### config.mk
export PLATFORM = sky130hd
export DESIGN_NAME = ahb_bus_arbiter
export DESIGN_NICKNAME = d
export VERILOG_FILES = /design/src/rtl/ahb_bus_arbiter.sv
export SDC_FILE = /design/constraint.sdc
export NUM_CORES = 1
export LEC_CHECK = 0
export BUFFER_PORTS_ARGS = -buffer_cell sky130_fd_sc_hd__buf_2
export CORE_MARGIN = 2
export CORE_UTILIZATION = 30
export CTS_CLUSTER_DIAMETER = 50
export DETAILED_ROUTE_END_ITERATION = 10
export PLACE_DENSITY = 0.75
export SYNTH_ARGS = -nofsm -noshare
export SYNTH_HDL_FRONTEND = slang
export SYNTH_SLANG_ARGS = --single-unit
### constraint.sdc
create_clock -name clk -period 5.69 [get_ports clk]
set_input_delay 1.138 -clock clk [delete_from_list [all_inputs] [get_ports clk]]
set_output_delay 1.138 -clock clk [all_outputs]
set_load 0.02 [all_outputs]
### src/rtl/ahb_bus_arbiter.sv
// AHB master-port arbiter for the MMU walker and the I/D cache bus units.
// One registered owner at a time, an idle handover cycle, and a hung-transfer watchdog.
module ahb_bus_arbiter #(
    parameter int NUM_REQ   = 3,
    parameter int BUS_WIDTH = 8,
    parameter int BUS_ADDR  = 24,
    parameter int RR_EN     = 1,
    parameter int TIMEOUT   = 255
) (
    input  logic                          clk,
    input  logic                          rst,
    input  logic [NUM_REQ-1:0]            bus_req,
    output logic [NUM_REQ-1:0]            bus_ack,
    input  logic [NUM_REQ*BUS_ADDR-1:0]   m_haddr,
    input  logic [NUM_REQ-1:0]            m_hwrite,
    input  logic [NUM_REQ*3-1:0]          m_hburst,
    input  logic [NUM_REQ*2-1:0]          m_htrans,
    input  logic [NUM_REQ*BUS_WIDTH-1:0]  m_hwdata,
    output logic [NUM_REQ-1:0]            m_hready,
    output logic [NUM_REQ-1:0]            m_hresp,
    output logic [BUS_WIDTH-1:0]          m_hrdata,
    output logic [BUS_ADDR-1:0]           haddr,
    output logic                          hwrite,
    output logic [2:0]                    hburst,
    output logic [1:0]                    htrans,
    output logic [BUS_WIDTH-1:0]          hwdata,
    input  logic                          hready,
    input  logic                          hresp,
    input  logic [BUS_WIDTH-1:0]          hrdata,
    output logic                          bus_timeout
);

    localparam int IW = (NUM_REQ > 1) ? $clog2(NUM_REQ) : 1;
    localparam int CW = $clog2(TIMEOUT + 1);

    typedef enum logic [1:0] {
        ARB = 2'd0,
        OWN = 2'd1,
        REL = 2'd2
    } state_t;

    state_t               r_state;
    state_t               w_state_nxt;
    logic [NUM_REQ-1:0]   r_ack;
    logic [NUM_REQ-1:0]   w_ack_nxt;
    logic [IW-1:0]        r_owner;
    logic [IW-1:0]        w_owner_nxt;
    logic [IW-1:0]        r_last;
    logic [IW-1:0]        w_last_nxt;
    logic [NUM_REQ-1:0]   r_mask;
    logic [NUM_REQ-1:0]   w_mask_set;
    logic                 r_timeout;
    logic                 w_timeout_nxt;
    logic [IW-1:0]        r_downer;
    logic                 r_dvalid;
    logic [CW-1:0]        r_wdog;
    logic                 w_fire;
    logic [NUM_REQ-1:0]   w_elig;
    logic                 w_found;
    logic [IW-1:0]        w_win;
    int                   w_idx;
    logic [NUM_REQ-1:0]   w_route;

    assign w_elig      = bus_req & ~r_mask;
    assign w_fire      = (r_state == OWN) && !hready && (r_wdog == CW'(TIMEOUT));
    assign bus_ack     = r_ack;
    assign bus_timeout = r_timeout;
    assign m_hrdata    = hrdata;

    // Round-robin starts one past the last winner; fixed priority starts at 0.
    always_comb begin
        w_found = 1'b0;
        w_win   = '0;
        w_idx   = 0;
        for (int k = 1; k <= NUM_REQ; k++) begin
            if (RR_EN != 0) begin
                w_idx = (int'(r_last) + k) % NUM_REQ;
            end else begin
                w_idx = k - 1;
            end
            if (!w_found && w_elig[w_idx]) begin
                w_found = 1'b1;
                w_win   = IW'(w_idx);
            end
        end
    end

    always_comb begin
        w_state_nxt   = r_state;
        w_ack_nxt     = r_ack;
        w_owner_nxt   = r_owner;
        w_last_nxt    = r_last;
        w_mask_set    = '0;
        w_timeout_nxt = 1'b0;
        case (r_state)
            ARB: begin
                if (w_found) begin
                    w_ack_nxt        = '0;
                    w_ack_nxt[w_win] = 1'b1;
                    w_owner_nxt      = w_win;
                    w_last_nxt       = w_win;
                    w_state_nxt      = OWN;
                end
            end
            OWN: begin
                if (w_fire) begin
                    w_ack_nxt           = '0;
                    w_mask_set[r_owner] = 1'b1;
                    w_timeout_nxt       = 1'b1;
                    w_state_nxt         = REL;
                end else if (!bus_req[r_owner]) begin
                    w_ack_nxt   = '0;
                    w_state_nxt = REL;
                end
            end
            REL: begin
                w_ack_nxt   = '0;
                w_state_nxt = ARB;
            end
            default: begin
                w_ack_nxt   = '0;
                w_state_nxt = ARB;
            end
        endcase
    end

    always_ff @(posedge clk or posedge rst) begin
        if (rst) begin
            r_state   <= ARB;
            r_ack     <= '0;
            r_owner   <= '0;
            r_last    <= IW'(NUM_REQ - 1);
            r_mask    <= '0;
            r_timeout <= 1'b0;
            r_downer  <= '0;
            r_dvalid  <= 1'b0;
            r_wdog    <= '0;
        end else begin
            r_state   <= w_state_nxt;
            r_ack     <= w_ack_nxt;
            r_owner   <= w_owner_nxt;
            r_last    <= w_last_nxt;
            r_timeout <= w_timeout_nxt;
            r_mask    <= (r_mask | w_mask_set) & bus_req;
            if (hready) begin
                r_downer <= r_owner;
                r_dvalid <= (r_state == OWN);
            end
            if ((r_state == OWN) && !hready && !w_fire) begin
                r_wdog <= r_wdog + CW'(1);
            end else begin
                r_wdog <= '0;
            end
        end
    end

    // Address phase follows the owner; data phase follows whoever owned the last accepted address.
    always_comb begin
        haddr  = '0;
        hwrite = 1'b0;
        hburst = 3'b000;
        htrans = 2'b00;
        hwdata = '0;
        if (r_state == OWN) begin
            haddr  = m_haddr[int'(r_owner)*BUS_ADDR +: BUS_ADDR];
            hwrite = m_hwrite[r_owner];
            hburst = m_hburst[int'(r_owner)*3 +: 3];
            htrans = m_htrans[int'(r_owner)*2 +: 2];
        end
        if (r_dvalid) begin
            hwdata = m_hwdata[int'(r_downer)*BUS_WIDTH +: BUS_WIDTH];
        end
    end

    always_comb begin
        w_route  = '0;
        m_hready = '0;
        m_hresp  = '0;
        for (int i = 0; i < NUM_REQ; i++) begin
            w_route[i]  = ((r_state == OWN) && (int'(r_owner) == i)) ||
                          (r_dvalid && (int'(r_downer) == i));
            m_hready[i] = hready & w_route[i];
            m_hresp[i]  = hresp & w_route[i];
        end
    end

endmodule

==> metrics.md, run 1 <==
| Metric | Value |
|---|---|
| Run status | `finished clean` |
| Min cycle time layout | `3750 ps` |
| Die Ht | `91.5 um` |
| Kind of critical path | `reg -> out` |
| Ys flop type | `dfrtp_1` |
| Insertion delay to the later sink of the worst-skew pair | `260 ps` |
| Combinational Power Share | `72.6%` |
| Yosys warns | `0` |
| Crit path cell chain | `nor2_2, a21oi_1, nor2_1, buf_2` |
| Starting Density | `31.3%` |
| Tightest Pin Transition | `1130 ps` |
| Initial antenna violation count | `0` |
| Crit path DAT | `2620 ps` |
| Slowest CP cell | `nor2_2` |
| Syn avg cell area | `7.38 um^2` |
| Fmax | `266 MHz` |
| Placer Congestion | `0.877` |
| Final hold violations | `0` |
| Register area share after synthesis | `25.1%` |
| Total setup buffers inserted after CTS | `0` |
| Largest net degree at the start of global routing | `44` |
| Vias in the first global route | `2,701` |
| Fin crit share | `66.0%` |
| Post-route ant nets | `0` |
| LEAKAGE | `1.62 nW` |
| Reg area | `578 um^2` |
| Num CTS Buffers | `3` |
| TritonCTS sink count | `23` |
| Max Slew Vio Count | `0` |
| Core Util, Final | `43.4%` |
| EDFF count, synth | `0` |
| CTS tree | `yes` |
| CP required | `4550 ps` |
| Cells after synthesis | `311` |
| Reg2Reg Depth | `7` |
| Vias per cell | `4.78` |
| RSZ-0062 raised after global routing | `false` |
| DRT Wirelength | `7.33 mm` |
| Worst Path Buf+Inv | `1` |
| Clock buffer depth | `2` |
| Worst Skew | `2.80 ps` |
| CTS H-tree depth | `1` |
| Worst hold margin | `487 ps` |
| Total Routing Usage GR | `16.9%` |
| Pint | `636 uW` |
| Initial DRT Pass Iterations | `4` |
| Syn Nets | `444` |
| Critical path endpoint category | `output port` |
| Post-Place Cells | `554` |
| Crit-path leading delay family | `simple AND/OR/NAND/NOR gates` |
| Fill cell count | `749` |
| Clock root buffer | `clkbuf_8` |
| Power Dens Cells | `433 mW/mm^2` |
| CORE AREA | `0.00733 mm^2` |
| Setup_tns | `0 ps` |
| Maxcap violations | `0` |
| Area of the die | `0.00837 mm^2` |
| Crit path depth | `4` |
| Min-Delay Path Class | `reg -> reg` |
| CP endpoint | `haddr[13]` |
| Hold buffers post-CTS | `0` |
| FFs w/ async S/R, synth | `100%` |
| First-pass GRT wire length | `12.0 mm` |
| VDD IR max | `0.000238 V` |
| DR DRC count | `0` |
| Initial DRC count | `65` |
| Clock network power share | `7.2%` |
| Commonest non-fill, non-tap cells in the layout | `buf_2 (168), nor2_1 (86), a21oi_1 (43)` |
| Clk slew on worst S/H paths | `80 ps` |
| Final Setup Violations | `0` |
| Sequential share of power | `20.2%` |
| Resize count post-CTS | `0` |
| DR vias | `2,668` |
| DIE WIDTH | `91.5 um` |
| Final worst slack | `1940 ps` |
| Layout area overhead | `38.5%` |
| Max-slew headroom | `24.6%` |
| Gr ovfl total | `0` |
| Worst path max stage delay | `1020 ps` |
| Share of post-route cells with drive strength above 1 | `40.3%` |
| ANT cells | `0` |
| Psw | `742 uW` |
| Netlist cell types | `46` |
| Net Sw Frac | `53.9%` |
| NumNets Final | `593` |
| R2R setup slack | `3210 ps` |
| Netlist Area Pre-Place | `0.00230 mm^2` |
| Worst R2R Start | `r_owner[0]` |
| CP Max Fanout | `39` |
| Post-synthesis register bit count | `23` |
| DP HPWL | `5.81 mm` |
| Most common cell after layout, fill and taps aside | `buf_2` |
| Worst Setup Slack post-DPL | `2160 ps` |
| Multi-input gate area | `0.00154 mm^2` |
| Port-buffer cells | `168` |
| CP Launch Type | `flop` |
| I/O pin total | `185` |
| Critical Path Start | `r_owner[1]` |
| Layout Cells excl Fill | `558` |
| Num rows | `31` |
| FF-to-FF End | `r_state[0]` |
| Worst Hold Depth | `1` |
| Routed length per instance | `13.1 um` |
| Hold Crit Start | `r_wdog[0]` |
==> cell usage after synthesis (2+ instances only) <==
cell type | n | area [um^2]
a21oi_1 | 43 | 215
a31oi_1 | 2 | 12.5
and2_1 | 4 | 25.0
buf_1 | 2 | 7.51
buf_2 | 7 | 35.0
buf_4 | 10 | 75.1
clkbuf_1 | 7 | 26.3
dfrtp_1 | 22 | 551
ha_1 | 4 | 50.1
inv_1 | 10 | 37.5
mux2_2 | 2 | 22.5
mux2i_1 | 38 | 380
nand2_1 | 8 | 30.0
nand2b_1 | 8 | 50.1
nand3_1 | 4 | 20.0
nor2_1 | 87 | 327
nor2b_1 | 6 | 37.5
nor3_1 | 5 | 25.0
o21a_1 | 4 | 30.0
o22ai_1 | 4 | 25.0
o2bb2ai_1 | 2 | 17.5
o32a_1 | 2 | 20.0
o32ai_1 | 2 | 17.5
or2_1 | 2 | 12.5
xnor2_1 | 3 | 26.3
xor2_1 | 3 | 26.3
==> cells by family after synthesis <==
group / Yosys count / synth area share, %
simple gates: 134 / 27.0
xor+xnor: 6 / 2.29
buf+inv: 37 / 8.07
compound gates: 67 / 17.8
flops: 23 / 25.1
fa+ha+maj: 4 / 2.18
mux: 40 / 17.5
==> power by group through the flow <==
stage               clock, mW  sequential [mW]  combinational [mW]
global placement            0            0.279               0.985
CTS                     0.103            0.280                1.01
detailed placement          0            0.283                1.01
finish                 0.0989            0.279                1.00
floorplan                   0            0.237               0.780
global route            0.109            0.289                1.11
==> metal layers <==
metal | share of wire [%] | vias to the layer above | wire, um | track usage [%]
met5 | 0 | - | 0 | 0
met2 | 51 | 118 | 3780 | 31.7
met1 | 41 | 1193 | 2980 | 20.3
li1 | - | 1351 | - | -
met3 | 6.9 | 6 | 508 | 2.66
met4 | 0.87 | 0 | 64 | 3.41
==> metrics by stage <==
step           power (mW)  cell area, um^2
6_report             1.38             3180
5_1_grt              1.51             3180
4_1_cts              1.39             3180
3_5_place_dp         1.29             3140
3_3_place_gp         1.26             3140
2_1_floorplan        1.02             2300
==> sequential cells by signal (all words and copies together) (netlist names) <==
| signal | count |
|---|---|
| bus_ack | 3 |
| bus_timeout | 1 |
| r_downer | 2 |
| r_dvalid | 1 |
| r_last | 1 |
| r_mask | 3 |
| r_owner | 2 |
| r_state | 2 |
| r_wdog | 8 |
==> worst reg2reg max path, cell delays in order, from the launching register on <==
cell      delay [ps]
dfrtp_1          330
buf_4            380
inv_1            180
ha_1             450
o211a_2          310
nor3_4           310
a21boi_2         160
or2_1            240
==> final cells by class <==
type / count / area share (%)
Timing Repair Buffer: 170 / 26.9
Clock buffer: 4 / 1.42
Multi-Input combinational cell: 251 / 48.3
Sequential cell: 23 / 18.2
Inverter: 11 / 1.30
Tap cell: 99 / 3.89
==> worst min path at each step <==
| stage | endpoint | slack, ps |
|---|---|---|
| global route | r_wdog[0] | 510 |
| finish | r_wdog[0] | 490 |
| floorplan | r_wdog[0] | 450 |
| global placement | r_mask[1] | 470 |
| CTS | r_wdog[0] | 500 |
| detailed placement | r_mask[1] | 480 |
Note: power is estimated with default switching activity, not from simulation.
==> run 2: changes to the inputs <==
- PLACE_DENSITY: 0.75 -> 0.78
- clock period: 5.69 -> 3.12 ns (I/O delays scaled with it)
==> run 2 against run 1 <==
Hold slack improved by 20 ps. Critical path type unchanged. Die area unchanged. Clock skew increased by 1.7 ps. Critical path depth increased by 2. Register-to-register slack got worse by 2400 ps. Core utilization increased by 0.32 points. Non-clock buffer count increased by 3. Cell area increased by 0.75%. Sequential power increased by 70%.
==> metrics.md, run 2 (synthesis results as in run 1) <==
| Metric | Value |
|---|---|
| CTS tree | `yes (unchanged)` |
| Layout area overhead | `39.6% (was 38.5%)` |
| TritonCTS sink count | `23 (unchanged)` |
| Fin crit share | `83.1%` |
| Fmax | `386 MHz` |
| Most flops, register | `r_wdog (unchanged)` |
| Max-slew headroom | `42.1% (was 24.6%)` |
| DP HPWL | `5.97 mm (was 5.81 mm)` |
| Worst Hold End | `r_wdog[0] (unchanged)` |
| NumNets Final | `596 (was 593)` |
| Starting Density | `31.3% (unchanged)` |
| Resize count post-CTS | `0 (unchanged)` |
| Reg2Reg Depth | `6 (was 7)` |
| Insertion delay to the later sink of the worst-skew pair | `260 ps (about the same)` |
| LEAKAGE | `1.64 nW (was 1.62 nW)` |
| RSZ-0062 raised after global routing | `false (unchanged)` |
| FF-to-FF End | `r_state[0] (unchanged)` |
| Min-Delay Path Class | `reg -> reg (unchanged)` |
| Initial antenna violation count | `0 (unchanged)` |
| Gr ovfl total | `0 (unchanged)` |
| Critical path endpoint category | `output port (unchanged)` |
| Core Util, Final | `43.7% (was 43.4%)` |
| Worst Hold Depth | `1 (unchanged)` |
| VDD IR max | `0.000438 V (was 0.000238 V)` |
| Worst Skew | `4.50 ps (was 2.80 ps)` |
| Clock root buffer | `clkbuf_8 (unchanged)` |
| Final Setup Violations | `0 (unchanged)` |
| ANT cells | `0 (unchanged)` |
| Most common cell after layout, fill and taps aside | `buf_2 (unchanged)` |
| Share of post-route cells with drive strength above 1 | `40.9% (was 40.3%)` |
| Total setup buffers inserted after CTS | `0 (unchanged)` |
| Num CTS Buffers | `3 (unchanged)` |
| CP required | `2500 ps (was 4550 ps)` |
| DRT Wirelength | `7.38 mm (was 7.33 mm)` |
| Final hold violations | `0 (unchanged)` |
| Max Slew Vio Count | `0 (unchanged)` |
| Port-buffer cells | `168 (unchanged)` |
| CTS H-tree depth | `1 (unchanged)` |
| I/O pin total | `185 (unchanged)` |
| Largest net degree at the start of global routing | `30 (was 44)` |
| Num rows | `31 (unchanged)` |
| Commonest non-fill, non-tap cells in the layout | `buf_2 (168), nor2_1 (86), a21oi_1 (43) (unchanged)` |
| Routed length per instance | `13.2 um (was 13.1 um)` |
| Hold buffers post-CTS | `0 (unchanged)` |
| Crit path DAT | `1970 ps (was 2620 ps)` |
| Die Ht | `91.5 um (unchanged)` |
| R2R setup slack | `800 ps (was 3210 ps)` |
| DR vias | `2,736 (was 2,668)` |
| CP Max Fanout | `29 (was 39)` |
| Run status | `finished clean (unchanged)` |
| Min cycle time layout | `2590 ps` |
| Max reg flops | `8 (unchanged)` |
| Power Dens Cells | `794 mW/mm^2 (was 433 mW/mm^2)` |
| CP Launch Type | `flop (unchanged)` |
| Initial DRT Pass Iterations | `4 (unchanged)` |
| Worst R2R Start | `r_owner[0] (unchanged)` |
| Vias per cell | `4.88 (was 4.78)` |
| Setup_tns | `0 ps (unchanged)` |
| Post-route ant nets | `0 (unchanged)` |
| CORE AREA | `0.00733 mm^2 (unchanged)` |
| Maxcap violations | `0 (unchanged)` |
| Vias in the first global route | `2,658 (was 2,701)` |
| Tightest Pin Transition | `867 ps (was 1130 ps)` |
| Total Routing Usage GR | `16.6% (was 16.9%)` |
| Placer Congestion | `0.861 (was 0.877)` |
| DIE WIDTH | `91.5 um (unchanged)` |
| Initial DRC count | `97 (was 65)` |
| Kind of critical path | `reg -> out (unchanged)` |
| Area of the die | `0.00837 mm^2 (unchanged)` |
| Clock buffer depth | `2 (unchanged)` |
| Clk slew on worst S/H paths | `80 ps (about the same)` |
| DR DRC count | `0 (unchanged)` |
| First-pass GRT wire length | `11.7 mm (was 12.0 mm)` |
| Hold Crit Start | `r_wdog[0] (unchanged)` |
-- run 2: changes by cell type in the layout (fill, tap and decap cells not counted) --
cell	delta
clkinv_2	+1
clkbuf_1	-1
buf_4	+3
-- run 2: worst max-delay path by stage --
stage                    start   endpoint  slack (ps)  cells after the start
floorplan           r_owner[0]  haddr[22]        1120                      4
global placement    r_owner[1]   haddr[4]         870                      6
detailed placement  r_owner[1]   haddr[4]         820                      6
CTS                 r_owner[1]   haddr[4]         530                      6
global route        r_owner[1]  haddr[15]         390                      6
finish              r_owner[1]  haddr[15]         530                      6
-- run 2: per-stage QoR --
| step | setup WS (ps) | power (mW) | instance area, um^2 | hold slack [ps] | cells |
|---|---|---|---|---|---|
| after CTS | 528 | 2.57 | 3200 | 504 | 561 |
| after floorplan | 1120 | 1.85 | 2300 | 455 | 311 |
| after global placement | 875 | 2.32 | 3160 | 471 | 557 |
| after global routing | 392 | 2.77 | 3200 | 523 | 561 |
| after detailed placement | 817 | 2.38 | 3160 | 490 | 557 |
| final | 526 | 2.55 | 3200 | 507 | 561 |
-- run 2: final cells by class --
class / count / area, um^2
fillers: 741 / 4130
multi-input cells: 251 / 1540
repair buffers: 173 / 878
flip-flops and latches: 23 / 578
well taps: 99 / 124
clock buffers: 3 / 41.3
inverters: 11 / 41.3
clock inverters: 1 / 5.00
-- run 2: worst max-delay path: stages (launching register included) --
cell and delay, ps:
dfrtp_2 510, buf_4 470, mux2i_1 260, nor2_1 60
a21oi_1 190, nor2_1 60, buf_2 160
-- run 2: where the power goes --
| group | leakage, nW | internal (mW) | total, mW | switching (mW) |
|---|---|---|---|---|
| Combinational | 1.31 | 0.719 | 1.89 | 1.17 |
| Sequential | 0.303 | 0.366 | 0.475 | 0.109 |
| Clock | 0.0255 | 0.0890 | 0.182 | 0.0925 |
| Total | 1.64 | 1.17 | 2.55 | 1.37 |
-- run 2: per-layer routing --
layer / share of wire (%) / GRT usage [%]
met3: 5.7 / 1.91
met2: 53 / 31.8
met4: 0.57 / 3.91
met5: 0 / 0
met1: 41 / 19.4
==> run 3: changes to the inputs <==
- PLACE_DENSITY: 0.78 -> 0.75
- clock period: 3.12 -> 2.4 ns (I/O delays scaled with it)
==> run 3 against run 2 <==
Final cell count increased by 0.53%. Clock-buffer cell count increased by 1. Sequential share of layout area decreased by 0.12 points. Total power increased by 32%. Clock power increased by 32%. Hold slack got worse by 300 ps. Register-to-register slack got worse by 410 ps. Worst setup slack got worse by 350 ps. Sequential power increased by 22%. Via count increased by 0.26%. Routed wire length increased by 1.5%. Critical path depth unchanged. Critical endpoint is now haddr[10]. Highest routed layer unchanged.
==> metrics.md, run 3 (synthesis results as in run 1) <==
| Metric | Value |
|---|---|
| Crit path DAT | `1740 ps (was 1970 ps)` |
| Area of the die | `0.00837 mm^2 (unchanged)` |
| Reg2Reg Depth | `6 (unchanged)` |
| Final hold violations | `0 (unchanged)` |
| Max Slew Vio Count | `0 (unchanged)` |
| Max reg flops | `8 (unchanged)` |
| I/O pin total | `185 (unchanged)` |
| Met2 WL | `3.87 mm (was 3.91 mm)` |
| Placer Congestion | `0.905 (was 0.861)` |
| Largest net degree at the start of global routing | `34 (was 30)` |
| Max-slew headroom | `64.9% (was 42.1%)` |
| Layout Cells excl Fill | `564 (was 561)` |
| RSZ-0062 raised after global routing | `false (unchanged)` |
| Core Util, Final | `44.2% (was 43.7%)` |
| Vias per cell | `4.86 (was 4.88)` |
| Initial DRT Pass Iterations | `6 (was 4)` |
| Setup_tns | `0 ps (unchanged)` |
| Clk slew on worst S/H paths | `90 ps (was 80 ps)` |
| DP HPWL | `6.06 mm (was 5.97 mm)` |
| Clock buffer depth | `2 (unchanged)` |
| Met3 WL post-DR | `524 um (was 423 um)` |
| Clock root buffer | `clkbuf_8 (unchanged)` |
| Power Dens Cells | `1030 mW/mm^2 (was 794 mW/mm^2)` |
| Initial DRC count | `93 (was 97)` |
| Critical path endpoint category | `output port (unchanged)` |
| NumNets Final | `599 (was 596)` |
| CTS H-tree depth | `1 (unchanged)` |
| CORE AREA | `0.00733 mm^2 (unchanged)` |
| CTS tree | `yes (unchanged)` |
| Maxcap violations | `0 (unchanged)` |
| LEAKAGE | `1.66 nW (was 1.64 nW)` |
| CP Max Fanout | `25 (was 29)` |
| Tightest Pin Transition | `526 ps (was 867 ps)` |
| Post-route cell area | `0.00324 mm^2 (was 0.00320 mm^2)` |
| Fin crit share | `92.7%` |
| Worst Skew | `11.0 ps (was 4.50 ps)` |
| Kind of critical path | `reg -> out (unchanged)` |
| Initial antenna violation count | `0 (unchanged)` |
| Die Ht | `91.5 um (unchanged)` |
| Commonest non-fill, non-tap cells in the layout | `buf_2 (168), nor2_1 (86), a21oi_1 (43) (unchanged)` |
| Num rows | `31 (unchanged)` |
| Num CTS Buffers | `3 (unchanged)` |
| Fmax | `449 MHz` |
| First-pass GRT wire length | `11.9 mm (was 11.7 mm)` |
| Post-Place Cells | `560 (was 557)` |
| Cell Area, Placed | `0.00319 mm^2 (was 0.00316 mm^2)` |
| Most common cell after layout, fill and taps aside | `buf_2 (unchanged)` |
| Vias in the first global route | `2,605 (was 2,658)` |
| Routed length per instance | `13.3 um (was 13.2 um)` |
| DIE WIDTH | `91.5 um (unchanged)` |
| DR vias | `2,743 (was 2,736)` |
| DRT Wirelength | `7.49 mm (was 7.38 mm)` |
| Insertion delay to the later sink of the worst-skew pair | `270 ps (was 260 ps)` |
| Worst hold margin | `203 ps (was 507 ps)` |
| CP Launch Type | `flop (unchanged)` |
| ANT cells | `0 (unchanged)` |
| Routed metal-1 wirelength | `3.01 mm (about the same)` |
| TritonCTS sink count | `23 (unchanged)` |
| Run status | `finished clean (unchanged)` |
| Most flops, register | `r_wdog (unchanged)` |
| Top Layer Used | `met4 (unchanged)` |
| Final Setup Violations | `0 (unchanged)` |
| Min cycle time layout | `2220 ps` |
| Total Routing Usage GR | `17.1% (was 16.6%)` |
| Post-route ant nets | `0 (unchanged)` |
| Port-buffer cells | `168 (unchanged)` |
| Fill cell count | `765 (was 741)` |
| DR DRC count | `0 (unchanged)` |
| Min-Delay Path Class | `in -> async (was reg -> reg)` |
| Share of post-route cells with drive strength above 1 | `41.1% (was 40.9%)` |
| Layout area overhead | `41.1% (was 39.6%)` |
| Gr ovfl total | `0 (unchanged)` |
| VDD IR max | `0.000723 V (was 0.000438 V)` |
| Starting Density | `31.3% (unchanged)` |
| CP required | `1920 ps (was 2500 ps)` |
## run 3: cell count changes in the layout (fill, tap and decap cells not counted), sizes merged
cell,change
buf,+3
clkbuf,+1
clkinv,-1
## run 3: per-stage QoR
stage | setup slack, ps | total power, mW
2_1_floorplan | 515 | 2.41
3_3_place_gp | 446 | 3.06
3_5_place_dp | 382 | 3.12
4_1_cts | 73.4 | 3.37
5_1_grt | 27.2 | 3.64
6_report | 175 | 3.35
## run 3: area by class of cell
class	count	area, um^2	area share (%)
Sequential cell	23	581	17.9
Timing Repair Buffer	176	913	28.2
Tap cell	99	124	3.82
Clock buffer	4	45.0	1.39
Inverter	11	41.3	1.27
Multi-Input combinational cell	251	1540	47.4
## run 3: worst max-delay path, stage by stage (launching register included)
cell	delay (ps)
dfrtp_4	590
buf_12	240
mux2i_1	240
nor2_1	60
a21oi_1	110
nor2_1	50
buf_2	170
## run 3: where the power goes
group	switching, mW	internal (mW)
clock	0.122	0.119
sequential	0.102	0.479
combinational	1.57	0.966
total	1.79	1.56
## run 3: repair_timing
item / 4_1_cts / 5_1_grt
resized for setup: 0 / 1
hold buffers: 0 / 0
setup buffers: 0 / 0
setup endpoints to repair: 0 / 6
## run 3: routing by layer
| layer | global-route usage, % | vias up |
|---|---|---|
| met1 | 20.2 | 1242 |
| met4 | 4.67 | 0 |
| met2 | 31.8 | 126 |
| li1 | - | 1365 |
| met5 | 0 | - |
| met3 | 2.49 | 10 |
## run 3: worst paths after layout
check	start	endpoint	slack [ps]
worst max-delay path	r_owner[1]	haddr[10]	180
worst min-delay path	rst	r_mask[1]	200
max in group asynchronous	rst	r_wdog[5]	1650
min in group clk	bus_req[0]	r_mask[0]	460
worst max register to register	r_owner[0]	r_state[0]	390
worst min register to register	r_wdog[0]	r_wdog[0]	490
